### config.mk
export PLATFORM = sky130hd
export DESIGN_NAME = pipe_stage_reg
export DESIGN_NICKNAME = d
export VERILOG_FILES = /design/src/rtl/pipe_pkg.sv /design/src/rtl/register.sv /design/src/rtl/pipe_stage_reg.sv
export SDC_FILE = /design/constraint.sdc
export NUM_CORES = 1
export LEC_CHECK = 0
export CORE_UTILIZATION = 46
export DETAILED_ROUTE_END_ITERATION = 12
export PLACE_DENSITY = 0.76
export REMOVE_ABC_BUFFERS = 1
export SYNTH_ARGS = -nofsm -noshare
export SYNTH_HDL_FRONTEND = slang
export SYNTH_SLANG_ARGS = --single-unit
### constraint.sdc
create_clock -name clk -period 1.8 [get_ports clk]
set_input_delay 0.36 -clock clk [delete_from_list [all_inputs] [get_ports clk]]
set_output_delay 0.36 -clock clk [all_outputs]
set_load 0.05 [all_outputs]
### src/rtl/pipe_pkg.sv
// Shared state encoding for elastic pipeline stages.
package pipe_pkg;
  localparam logic [1:0] ST_EMPTY = 2'd0;
  localparam logic [1:0] ST_HALF  = 2'd1;
  localparam logic [1:0] ST_FULL  = 2'd2;

  // Encoding doubles as the entry count, so occupancy is the state itself.
  function automatic logic [1:0] entries(input logic [1:0] st);
    return (st == ST_FULL) ? 2'd2 : (st == ST_HALF) ? 2'd1 : 2'd0;
  endfunction
endpackage

### src/rtl/register.sv
// Plain load/clear register; clear wins over load, async active-low reset to zero.
module register #(
  parameter int WIDTH = 64
) (
  input  logic             clk,
  input  logic             rst,
  input  logic             ld,
  input  logic             clr,
  input  logic [WIDTH-1:0] d,
  output logic [WIDTH-1:0] q
);
  always_ff @(posedge clk or negedge rst) begin
    if (!rst)     q <= '0;
    else if (clr) q <= '0;
    else if (ld)  q <= d;
  end
endmodule

### src/rtl/pipe_stage_reg.sv
// Two-entry skid-buffered pipeline stage with freeze, flush and a stall counter.
// in_ready decodes registered state only, so out_ready never reaches the upstream side.
module pipe_stage_reg
  import pipe_pkg::*;
#(
  parameter int WIDTH = 64,
  parameter int CNT_W = 16
) (
  input  logic             clk,
  input  logic             rst,
  input  logic             in_valid,
  output logic             in_ready,
  input  logic [WIDTH-1:0] in_data,
  output logic             out_valid,
  input  logic             out_ready,
  output logic [WIDTH-1:0] out_data,
  input  logic             freeze,
  input  logic             flush,
  output logic [1:0]       occupancy,
  output logic [CNT_W-1:0] stall_cnt
);
  logic [1:0]       state, next_state;
  logic             in_xfer, out_xfer;
  logic             main_ld, skid_ld;
  logic [WIDTH-1:0] main_d, skid_q;

  assign in_ready  = rst & (state != ST_FULL) & ~freeze & ~flush;
  assign out_valid = (state != ST_EMPTY) & ~freeze;
  assign in_xfer   = in_valid & in_ready;
  assign out_xfer  = out_valid & out_ready;
  assign occupancy = entries(state);

  always_comb begin
    next_state = state;
    main_ld    = 1'b0;
    skid_ld    = 1'b0;
    main_d     = in_data;
    if (flush) begin
      next_state = ST_EMPTY;
    end else begin
      case (state)
        ST_EMPTY: if (in_xfer) begin
          next_state = ST_HALF;
          main_ld    = 1'b1;
        end
        ST_HALF: begin
          if (in_xfer && out_xfer) begin
            main_ld = 1'b1;
          end else if (in_xfer) begin
            next_state = ST_FULL;
            skid_ld    = 1'b1;
          end else if (out_xfer) begin
            next_state = ST_EMPTY;
          end
        end
        ST_FULL: if (out_xfer) begin
          next_state = ST_HALF;
          main_ld    = 1'b1;
          main_d     = skid_q;
        end
        default: next_state = ST_EMPTY;
      endcase
    end
  end

  always_ff @(posedge clk or negedge rst) begin
    if (!rst) state <= ST_EMPTY;
    else      state <= next_state;
  end

  // Counts every presented-but-refused cycle; flush deliberately leaves it alone.
  always_ff @(posedge clk or negedge rst) begin
    if (!rst)
      stall_cnt <= '0;
    else if (out_valid && !out_ready && (stall_cnt != {CNT_W{1'b1}}))
      stall_cnt <= stall_cnt + CNT_W'(1);
  end

  register #(.WIDTH(WIDTH)) u_main (
    .clk(clk), .rst(rst), .ld(main_ld), .clr(flush), .d(main_d), .q(out_data)
  );

  register #(.WIDTH(WIDTH)) u_skid (
    .clk(clk), .rst(rst), .ld(skid_ld), .clr(flush), .d(in_data), .q(skid_q)
  );
endmodule

==> results by group <==
Cells and area
  – Most common cell after layout, fill and taps aside: dfrtp_1
  – Final nets: 907
  – Layout cells sized above 1: 28.7%
  – Synth-to-Final Area Change: 38.2%
  – Finished Cell Area: 10000 um^2
  – Commonest non-fill, non-tap cells in the layout: 145 x dfrtp_1, 111 x buf_4, 71 x nand2_1

Clock network
  – Clock Path Buffers: 2
  – TritonCTS Buffers: 17
  – Worst-Skew Late Latency: 0.42 ns
  – Clock sinks: 146
  – Root buffer cell: clkbuf_16
  – CTS tree: done
  – Htree depth: 4
  – Clock transition at the registers of the reported paths: 0.06 ns

Yosys
  – Number of library cell types mapped by synthesis: 37
  – Async SR Flop Fraction: 100%
  – Post-synthesis sequential area ratio: 50.5%
  – EDFF count, synth: 0
  – Cells after Synth: 654
  – Mapped Area: 7240 um^2
  – Synthesized flop and latch total: 146
  – Avg Inst Size Synth: 11.1 um^2
  – Ys Warns: 0
  – Primary FF master, synth: dfrtp_1

Floorplanning
  – Chip height: 127 um
  – Core Rows: 45
  – Initial core utilization: 47.4%
  – Die X: 127 um
  – Core ar.: 15300 um^2
  – IO Pins: 154
  – Area of the die: 16200 um^2

STA
  – Final Setup Violations: 0
  – Clk_skew: 0.00790 ns
  – Max Freq: 564 MHz
  – Final Hold Fails: 0
  – Tmin final: 1.77 ns
  – Tcrit/Tclk final: 98.5%
  – Final worst slack: 0.0261 ns
  – Max transition margin: 33.5%
  – Pins Over Slew Limit: 0
  – Worst Max-Slew Pin Slew: 0.994 ns

Route
  – Detail Route Antenna Nets: 0
  – DRC: 0
  – Via Count: 5445
  – Drt first-iter violations: 295
  – DRT Wirelength: 18.0 mm
  – TritonRoute pass-1 iters: 5
  – Drt via density: 5.13
  – Drt wl/cell: 17.0 um

Global route
  – Initial antenna violation count: 1
  – Overflow after GRT: 0
  – Vias in the first global route: 5316
  – Largest net degree at the start of global routing: 129
  – GRT Util Overall: 20.9%
  – First-pass GRT wire length: 26.6 mm

Run
  – Max-cap violations: 0

Setup path
  – Critical path arrival: 1.41 ns
  – Worst setup SP type: flip-flop
  – Reg2Reg Setup Slack: 0.05 ns
  – Critical path class: reg -> out
  – R2R depth: 5
  – CP max FO: 4
  – RR Startpoint: state[1]
  – Worst Setup End Kind: output pin
  – Reg-to-Reg End: u_main.q[45]
  – Critical Path RT: 1.44 ns

Power and ir drop
  – Design Power: 0.00926 W
  – Pleak: 4.52 nW
  – Worst VDD drop: 654 uV
  – PD cells: 926 nW/um^2

Run status
  – Status: complete, no violations

Place
  – Final HPWL DP: 10.8 mm
  – Setup WS pre-CTS: -0.405 ns
  – DP Area: 8990 um^2
  – Port Buffers: 153
  – Gpl congestion: 0.846

Worst hold path
  – HP Class: in -> async
==> where the power goes <==
group / leakage (nW) / switching (W) / internal [W]
combinational: 2.24 / 0.00105 / 0.000747
clock: 0.317 / 0.00137 / 0.00251
sequential: 1.97 / 0.000131 / 0.00346
==> how the worst max path moves through the flow <==
stage | startpoint | to | slack (ns)
final | state[1] | occupancy[0] | 0.03
after global routing | state[0] | occupancy[0] | -0.02
after CTS | out_ready | u_main.q[5] | -0.003
after detailed placement | freeze | u_main.q[28] | -0.40
after global placement | freeze | u_main.q[0] | -0.37
after floorplan | state[0] | u_main.q[0] | -3.70
==> layout make-up <==
type / instances / area [um^2]
clock inverter: 8 / 146
fill: 1129 / 5260
antenna: 1 / 2.50
sequential: 146 / 3650
inverter: 2 / 7.51
tap: 211 / 264
clock buffer: 24 / 502
timing repair buffer: 206 / 2030
multi-input combinational: 463 / 3390
==> registers in the layout (all words and copies together) (netlist names) <==
signal	count
state	2
u_skid.q	64
stall_cnt	16
u_main.q	64
==> kinds of logic (layout without fill, tap and decap cells) <==
family                   count (synthesis)  in the layout  share of synthesized area (%)
other                                    0              1                              0
AND/OR/NAND/NOR                        247            247                           16.7
flip-flops                             146            146                           50.5
buffers and inverters                   46            240                           3.72
adder cells (fa/ha/maj)                  1              1                          0.173
AO/OA/AOI/OAI                           70             71                           5.01
multiplexers                           130            130                           22.2
XOR/XNOR                                14             14                           1.69
==> stage by stage <==
stage | hold slack, ns | util [%] | std cells | TNS, ns
2_1_floorplan | 0.0644 | - | 610 | -360.28
3_3_place_gp | 0.150 | 58.9 | 1010 | -36.10
3_5_place_dp | 0.151 | 58.9 | 1010 | -41.69
4_1_cts | 0.123 | 63.6 | 1044 | -0.00251
5_1_grt | 0.162 | 65.5 | 1061 | -0.0215
6_report | 0.108 | 65.5 | 1061 | 0
==> metal layers <==
layer	part of all wire (%)	GRT usage, %	vias to the layer above
li1	-	-	2583
met1	45	26.7	2693
met2	49	34.4	149
met3	4.6	5.32	20
met4	1.7	7.77	0
met5	0	0	-
==> synth_stat cells (2+ instances only) <==
library cell  instances  area [um^2]
dfrtp_1             146         3650
nand2_1              71          267
nor2_1               68          255
nand2b_1             65          407
mux2i_1              64          641
mux2_4               60          901
o21ai_0              45          225
o21ai_1              20          100
clkbuf_1             16         60.1
xnor2_1              14          123
nand3_1              12         60.1
buf_4                 9         67.6
buf_2                 8         40.0
nand4_1               8         50.1
buf_6                 7         78.8
and3_1                6         37.5
buf_1                 4         15.0
mux2_2                4         45.0
nor2b_1               4         25.0
and4_1                3         26.3
inv_1                 2         7.51
mux2_1                2         22.5
nor3_1                2         10.0
==> critical path, stage by stage (launching register included) <==
cell	delay, ns
dfrtp_2	0.42
buf_4	0.15
nor2b_4	0.14
buf_4	0.15
buf_12	0.13
==> timing repair <==
| item | in CTS | in global routing |
|---|---|---|
| endpoints found under the setup margin | 4 | 51 |
| buffers inserted | 1 | 4 |
| gates resized for setup | 12 | 4 |
| gates cloned | 0 | 12 |
| pin swaps | 1 | 3 |
| endpoints found under the hold margin | 23 | 0 |
| hold buffers | 2 | 0 |
No activity file was read; power rests on OpenSTA's default activity.
